## src/rtl/vram_wr_sched_if.sv

```systemverilog
// vram_wr_sched_if: pen handshake, clear control and frame-buffer write port bundle
interface vram_wr_sched_if #(
    parameter int ADDR_W = 15,
    parameter int DATA_W = 12
);
    logic              pen_req;
    logic [ADDR_W-1:0] pen_addr;
    logic [DATA_W-1:0] pen_data;
    logic              pen_ack;
    logic              clr_start;
    logic [DATA_W-1:0] clr_color;
    logic              clr_busy;
    logic              clr_done;
    logic [ADDR_W-1:0] waddr;
    logic [DATA_W-1:0] wdata;
    logic              we;
    logic              oob_err;

    modport master (
        output pen_req, pen_addr, pen_data, clr_start, clr_color,
        input  pen_ack, clr_busy, clr_done, waddr, wdata, we, oob_err
    );

    modport slave (
        input  pen_req, pen_addr, pen_data, clr_start, clr_color,
        output pen_ack, clr_busy, clr_done, waddr, wdata, we, oob_err
    );
endinterface

```

## src/rtl/vram_wr_sched.sv

```systemverilog
// vram_wr_sched: frame-buffer write-port arbiter between pen writes and a bulk clear sweep (optional VRAM_BOUNDS_CHECK_EN)
module vram_wr_sched #(
    parameter int ADDR_W = 15,
    parameter int DATA_W = 12,
    parameter int DEPTH  = 30000
) (
    input logic            clk,
    input logic            rstn,
    vram_wr_sched_if.slave bus
);
    typedef enum logic {IDLE, CLEAR} state_t;

    localparam logic [ADDR_W-1:0] LAST = ADDR_W'(DEPTH - 1);

    state_t            state, state_n;
    logic [ADDR_W-1:0] cnt, cnt_n;
    logic [DATA_W-1:0] color, color_n;
    logic [ADDR_W-1:0] waddr_n;
    logic [DATA_W-1:0] wdata_n;
    logic              we_n, ack_n, busy_n, done_n, oob_n;
    logic              pen_ok;

`ifdef VRAM_BOUNDS_CHECK_EN
    assign pen_ok = bus.pen_addr < ADDR_W'(DEPTH);
`else
    assign pen_ok = 1'b1;
`endif

    // next state and next registered outputs; clear wins over pen, pen waits out the clr_done cycle
    always_comb begin
        state_n = state;
        cnt_n   = cnt;
        color_n = color;
        waddr_n = bus.waddr;
        wdata_n = bus.wdata;
        we_n    = 1'b0;
        ack_n   = 1'b0;
        busy_n  = 1'b0;
        done_n  = 1'b0;
`ifdef VRAM_BOUNDS_CHECK_EN
        oob_n   = bus.oob_err;
`else
        oob_n   = 1'b0;
`endif
        if (state == CLEAR) begin
            we_n    = 1'b1;
            busy_n  = 1'b1;
            waddr_n = cnt;
            wdata_n = color;
            cnt_n   = (cnt == LAST) ? '0 : cnt + 1'b1;
            state_n = (cnt == LAST) ? IDLE : CLEAR;
        end else begin
            done_n = bus.clr_busy;
            if (bus.clr_start) begin
                state_n = CLEAR;
                cnt_n   = '0;
                color_n = bus.clr_color;
            end else if (bus.pen_req && !bus.pen_ack && !bus.clr_busy) begin
                ack_n   = 1'b1;
                we_n    = pen_ok;
                waddr_n = bus.pen_addr;
                wdata_n = bus.pen_data;
`ifdef VRAM_BOUNDS_CHECK_EN
                oob_n   = bus.oob_err | !pen_ok;
`endif
            end
        end
    end

    // state, sweep counter, latched colour and all outputs registered with sync active-low reset
    always_ff @(posedge clk) begin
        if (!rstn) begin
            state       <= IDLE;
            cnt         <= '0;
            color       <= '0;
            bus.waddr   <= '0;
            bus.wdata   <= '0;
            bus.we      <= 1'b0;
            bus.pen_ack <= 1'b0;
            bus.clr_busy <= 1'b0;
            bus.clr_done <= 1'b0;
            bus.oob_err <= 1'b0;
        end else begin
            state       <= state_n;
            cnt         <= cnt_n;
            color       <= color_n;
            bus.waddr   <= waddr_n;
            bus.wdata   <= wdata_n;
            bus.we      <= we_n;
            bus.pen_ack <= ack_n;
            bus.clr_busy <= busy_n;
            bus.clr_done <= done_n;
            bus.oob_err <= oob_n;
        end
    end
endmodule

```

## src/flat_wrapper.sv

```systemverilog
// flat-port wrapper written by rule: the top's interface ports become plain ports
module vram_wr_sched_flat 
#(
    parameter int ADDR_W = 15,
    parameter int DATA_W = 12,
    parameter int DEPTH  = 30000
)
  (clk, rstn, bus_pen_req, bus_pen_addr, bus_pen_data, bus_clr_start, bus_clr_color, bus_pen_ack, bus_clr_busy, bus_clr_done, bus_waddr, bus_wdata, bus_we, bus_oob_err);
  vram_wr_sched_if #(.ADDR_W(ADDR_W), .DATA_W(DATA_W)) bus_i ();
  input logic clk;
  input logic rstn;
  input wire logic [$bits(bus_i.pen_req)-1:0] bus_pen_req;
  input wire logic [$bits(bus_i.pen_addr)-1:0] bus_pen_addr;
  input wire logic [$bits(bus_i.pen_data)-1:0] bus_pen_data;
  input wire logic [$bits(bus_i.clr_start)-1:0] bus_clr_start;
  input wire logic [$bits(bus_i.clr_color)-1:0] bus_clr_color;
  output wire logic [$bits(bus_i.pen_ack)-1:0] bus_pen_ack;
  output wire logic [$bits(bus_i.clr_busy)-1:0] bus_clr_busy;
  output wire logic [$bits(bus_i.clr_done)-1:0] bus_clr_done;
  output wire logic [$bits(bus_i.waddr)-1:0] bus_waddr;
  output wire logic [$bits(bus_i.wdata)-1:0] bus_wdata;
  output wire logic [$bits(bus_i.we)-1:0] bus_we;
  output wire logic [$bits(bus_i.oob_err)-1:0] bus_oob_err;
  assign bus_i.pen_req = bus_pen_req;
  assign bus_i.pen_addr = bus_pen_addr;
  assign bus_i.pen_data = bus_pen_data;
  assign bus_i.clr_start = bus_clr_start;
  assign bus_i.clr_color = bus_clr_color;
  assign bus_pen_ack = bus_i.pen_ack;
  assign bus_clr_busy = bus_i.clr_busy;
  assign bus_clr_done = bus_i.clr_done;
  assign bus_waddr = bus_i.waddr;
  assign bus_wdata = bus_i.wdata;
  assign bus_we = bus_i.we;
  assign bus_oob_err = bus_i.oob_err;
  vram_wr_sched #(.ADDR_W(ADDR_W), .DATA_W(DATA_W), .DEPTH(DEPTH)) u_core (.clk(clk), .rstn(rstn), .bus(bus_i));
endmodule
```

## config.mk

```make
export PLATFORM = sky130hd
export DESIGN_NAME = vram_wr_sched_flat
export DESIGN_NICKNAME = d
export VERILOG_FILES = /design/src/rtl/vram_wr_sched_if.sv /design/src/rtl/vram_wr_sched.sv /design/src/flat_wrapper.sv
export SDC_FILE = /design/constraint.sdc
export NUM_CORES = 1
export LEC_CHECK = 0
export BUFFER_PORTS_ARGS = -buffer_cell sky130_fd_sc_hd__buf_2
export CAP_MARGIN = 5
export CORE_MARGIN = 4
export CORE_UTILIZATION = 49
export CTS_CLUSTER_SIZE = 20
export DETAILED_ROUTE_END_ITERATION = 16
export PLACE_DENSITY = 0.75
export SETUP_SLACK_MARGIN = 0.15
export SYNTH_ARGS = -nofsm -noshare
export SYNTH_HDL_FRONTEND = slang
export SYNTH_SLANG_ARGS = --single-unit
```

## constraint.sdc

```tcl
create_clock -name clk -period 2.29 [get_ports clk]
set_input_delay 0.458 -clock clk [delete_from_list [all_inputs] [get_ports clk]]
set_output_delay 0.458 -clock clk [all_outputs]
set_load 0.1 [all_outputs]
```

==> impl_metrics.prom <==
# TYPE chip_impl_metric gauge
chip_impl_info{name="run_status",value="finished, final reports clean"} 1
chip_impl_metric{name="synth.ff_latch_count",unit=""} 59
chip_impl_metric{name="worst_path_required_time",unit="ns"} 2.51
chip_impl_metric{name="syn_area",unit="sq um"} 2720
chip_impl_metric{name="start_util",unit=""} 0.519
chip_impl_metric{name="cts.reportedPaths.clkPinSlew",unit="ns"} 0.06
chip_impl_metric{name="gr-usage-met2",unit=""} 0.296
chip_impl_metric{name="post-route-period-util",unit=""} 0.821
chip_impl_metric{name="io_buffers",unit=""} 73
chip_impl_info{name="setup.worst_path.end_class",value="flip-flop"} 1
chip_impl_metric{name="synth_adder_area_share",unit=""} 0.00460
chip_impl_metric{name="synth_cells",unit=""} 316
chip_impl_info{name="tritoncts",value="built"} 1
chip_impl_metric{name="finalNetCount",unit=""} 430
chip_impl_metric{name="cts_htree_levels",unit=""} 3
chip_impl_metric{name="drc",unit=""} 0
chip_impl_info{name="synthFlopType",value="dfxtp_1"} 1
chip_impl_metric{name="arrival",unit="ns"} 2.10
chip_impl_metric{name="drt-pass1-iter-count",unit=""} 4
chip_impl_metric{name="mean_routed_wirelength_per_cell",unit="microns"} 12.8
chip_impl_metric{name="simple_gate_fraction_of_synth_area",unit=""} 0.265
chip_impl_metric{name="normalized_max_slew_margin",unit=""} 0.659
chip_impl_metric{name="power.static_leakage",unit="nW"} 1.34
chip_impl_metric{name="power.density",unit="nW/um^2"} 699
chip_impl_info{name="startpoint",value="u_core.cnt[0]"} 1
chip_impl_metric{name="drt.antenna.violating_nets",unit=""} 0
chip_impl_metric{name="synthesis.area_per_instance",unit="sq um"} 8.61
chip_impl_metric{name="num_rows",unit=""} 26
chip_impl_metric{name="detail_route.vias_per_cell",unit=""} 5.13
chip_impl_info{name="worstReg2RegEnd",value="u_core.cnt[4]"} 1
chip_impl_metric{name="die_area",unit="sq um"} 6810
chip_impl_metric{name="synth-seq-area-share",unit=""} 0.434
chip_impl_metric{name="number_of_antenna_violations_at_the_first_check_in_global_routing",unit=""} 0
chip_impl_metric{name="post_cts.repair.setup_buffers",unit=""} 0
chip_impl_metric{name="time_the_final_worst_path_needs_with_i_o_delays_and_setup",unit="ns"} 1.88
chip_impl_metric{name="drv_slew",unit=""} 0
chip_impl_metric{name="boundaryPins",unit=""} 75
chip_impl_info{name="clock-root-buffer",value="clkbuf_8"} 1
chip_impl_metric{name="synth-async-reset-ratio",unit=""} 0
chip_impl_metric{name="setup_viols_final",unit=""} 0
chip_impl_metric{name="globalRoute.totalOverflow",unit=""} 0
chip_impl_metric{name="antenna_cells_inserted",unit=""} 0
chip_impl_metric{name="min_path_cells",unit=""} 3
chip_impl_metric{name="totalNegativeSetupSlack",unit="ns"} 0
chip_impl_metric{name="fillCellCount",unit=""} 471
chip_impl_metric{name="dpl_cell_area",unit="sq um"} 3130
chip_impl_metric{name="dr_iter_0_viols",unit=""} 79
chip_impl_metric{name="critPathMaxFanout",unit=""} 8
chip_impl_metric{name="groute.usage.overall",unit=""} 0.182
chip_impl_metric{name="r2r_cells",unit=""} 6
chip_impl_metric{name="first_global_vias",unit=""} 2250
chip_impl_metric{name="num_vias",unit=""} 2348
chip_impl_metric{name="yosysWarningCount",unit=""} 0
chip_impl_metric{name="total_power",unit="mW"} 2.30
chip_impl_metric{name="final_layout_size_suffix_gt1_frac",unit=""} 0.253
chip_impl_metric{name="synth_xor_area_frac",unit=""} 0.00644
chip_impl_metric{name="maxClockFrequency",unit="MHz"} 532
chip_impl_info{name="setup.worst_path.class",value="flip-flop to flip-flop"} 1
chip_impl_metric{name="core",unit="sq um"} 5240
chip_impl_metric{name="holdWs",unit="ns"} 0.379
chip_impl_metric{name="die_height",unit="microns"} 82.5
chip_impl_metric{name="reg2reg_setup_slack",unit="ns"} 0.41
chip_impl_info{name="crit_path_start_kind",value="flip-flop"} 1
chip_impl_info{name="largest_family_of_logic_cells_by_synthesized_area",value="simple AND/OR/NAND/NOR gates"} 1
chip_impl_info{name="grt_setup_unrepaired",value="no"} 1
chip_impl_metric{name="cap_violations",unit=""} 0
chip_impl_metric{name="clkSinkCount",unit=""} 59
chip_impl_metric{name="grt.met1_usage",unit=""} 0.224
chip_impl_metric{name="first_pass_grt_wire_length",unit="microns"} 9650
chip_impl_info{name="crit-reg2reg-launch",value="u_core.cnt[0]"} 1
chip_impl_metric{name="cts_repair_resize_count",unit=""} 0
chip_impl_info{name="hold_path_end",value="u_core.color[6]"} 1
chip_impl_metric{name="synth_edf_count",unit=""} 0
chip_impl_metric{name="postCtsHoldBufs",unit=""} 0
chip_impl_info{name="holdCritStartpoint",value="bus_clr_color[6]"} 1
chip_impl_metric{name="grt_max_degree",unit=""} 51
chip_impl_metric{name="detailedPlacementHpwl",unit="microns"} 4220
chip_impl_metric{name="routed_wl",unit="microns"} 5870
chip_impl_metric{name="synth_cell_types",unit=""} 41
chip_impl_metric{name="chipWidth",unit="microns"} 82.5
chip_impl_metric{name="gpl.final_weighted_congestion",unit=""} 0.857
chip_impl_metric{name="final-hold-violation-count",unit=""} 0
chip_impl_metric{name="design_area",unit="sq um"} 3280
chip_impl_info{name="grt_busiest_layer",value="met2"} 1
chip_impl_metric{name="layout-area-overhead-vs-synth",unit="%"} 20.7
chip_impl_metric{name="clk_path_buf_depth",unit=""} 2
chip_impl_metric{name="synth.mux.area_fraction",unit=""} 0.107
chip_impl_metric{name="vdd_ir_drop_max",unit="mV"} 0.338
chip_impl_metric{name="worstMarginPinSlew",unit="ns"} 0.511
chip_impl_metric{name="grt_util_met3",unit=""} 0.0499
chip_impl_metric{name="finClkSkew",unit="ns"} 0.00401
chip_impl_metric{name="complex_gate_fraction_of_the_synthesized_area",unit=""} 0.142
chip_impl_metric{name="insertion_delay",unit="ns"} 0.33
chip_impl_info{name="worstHoldPathType",value="input pin to flip-flop"} 1
chip_impl_metric{name="cts_made_buffers",unit=""} 9
chip_impl_metric{name="synth_nets",unit=""} 360
==> layout make-up <==
type / count / area [sq um] / share of cell area
Inverter: 4 / 15.0 / 0.00457
Tap cell: 70 / 87.6 / 0.0267
Clock buffer: 13 / 149 / 0.0454
Multi-Input combinational cell: 233 / 1440 / 0.438
Sequential cell: 59 / 1180 / 0.360
Timing Repair Buffer: 79 / 410 / 0.125
==> where the power goes <==
group / internal (mW) / switching, mW / leakage, nW / total (mW)
logic: 0.120 / 0.319 / 0.787 / 0.439
registers: 1.07 / 0.0284 / 0.481 / 1.10
clock network: 0.405 / 0.354 / 0.0754 / 0.759
==> flip-flops by register name, summed over array words and instances (netlist names) <==
signal,flops
u_core.bus.we,1
u_core.state,1
u_core.cnt,15
u_core.bus.clr_done,1
u_core.bus.wdata,12
u_core.color,12
u_core.bus.pen_ack,1
u_core.bus.clr_busy,1
u_core.bus.waddr,15
==> metrics by stage <==
stage	cells	utilization	setup slack [ns]
2_1_floorplan	316	-	0.360
3_3_place_gp	445	0.598	0.488
3_5_place_dp	445	0.598	0.420
4_1_cts	458	0.627	0.405
5_1_grt	458	0.627	0.201
6_report	458	0.627	0.410
==> how the worst max path moves through the flow <==
stage                           to  slack, ns  cells past startpoint
2_1_floorplan  u_core.bus.wdata[3]       0.36                      6
3_3_place_gp         u_core.cnt[4]       0.49                      6
3_5_place_dp         u_core.cnt[4]       0.42                      6
4_1_cts              u_core.cnt[4]       0.41                      6
5_1_grt              u_core.cnt[1]       0.20                      6
6_report             u_core.cnt[4]       0.41                      6
==> cell usage after synthesis (2+ instances only) <==
master / number / area share
nor2_1: 4 / 0.0055
buf_4: 2 / 0.0055
or3_1: 2 / 0.0046
nand2b_1: 4 / 0.0092
inv_1: 4 / 0.0055
nand3b_1: 2 / 0.0055
o21ai_1: 5 / 0.0092
nor2b_1: 2 / 0.0046
mux2i_1: 29 / 0.11
buf_2: 3 / 0.0055
o21ai_0: 35 / 0.064
xor2_1: 2 / 0.0064
nand2_1: 62 / 0.086
nand4_1: 4 / 0.0092
nor3_1: 5 / 0.0092
a21oi_1: 6 / 0.011
nor4_2: 2 / 0.0092
and2_1: 29 / 0.067
nand3_1: 6 / 0.011
a31oi_1: 2 / 0.0046
o21a_1: 2 / 0.0055
and3b_1: 2 / 0.0064
dfxtp_1: 59 / 0.43
clkbuf_1: 13 / 0.018
a21boi_0: 14 / 0.039
==> layer usage <==
| metal | part of all wire | vias up |
|---|---|---|
| li1 | - | 1212 |
| met1 | 0.47 | 1062 |
| met2 | 0.44 | 72 |
| met3 | 0.083 | 2 |
| met4 | 0.0043 | 0 |
| met5 | 0 | - |
==> cell families (layout without fill, tap and decap cells) <==
| logic type | Yosys count | count (layout) |
|---|---|---|
| other | 1 | 1 |
| buffers and inverters | 24 | 96 |
| flip-flops | 59 | 59 |
| AND/OR/NAND/NOR | 133 | 133 |
| XOR/XNOR | 2 | 2 |
| multiplexers | 29 | 29 |
| AO/OA/AOI/OAI | 67 | 67 |
| adder cells (fa/ha/maj) | 1 | 1 |
==> cells in the final DEF, fill, tap and decap left out, types with 2 or more instances in the layout <==
master and instances:
a21boi_0 14, dfxtp_1 58, o21ai_1 5, xor2_1 2
nor3_1 5, o21a_1 2, o21ai_0 35, nor4_2 2
mux2i_1 29, and2_1 29, nand4_1 4, nand3_1 6
nand2_1 62, inv_1 4, and3b_1 2, nand3b_1 2
clkbuf_1 3, clkbuf_8 10, a21oi_1 6, nor2_1 4
a31oi_1 2, nand2b_1 4, or3_1 2, nor2b_1 2
buf_2 73, buf_4 6
==> critical path, cell delays in order, from the launching register on <==
cell     delay [ns]
dfxtp_1        0.40
ha_1           0.26
nand3_4        0.14
nor4_4         0.51
or2b_2         0.24
nor3_1         0.05
o21a_1         0.16
(Power assumes the default switching activity.)
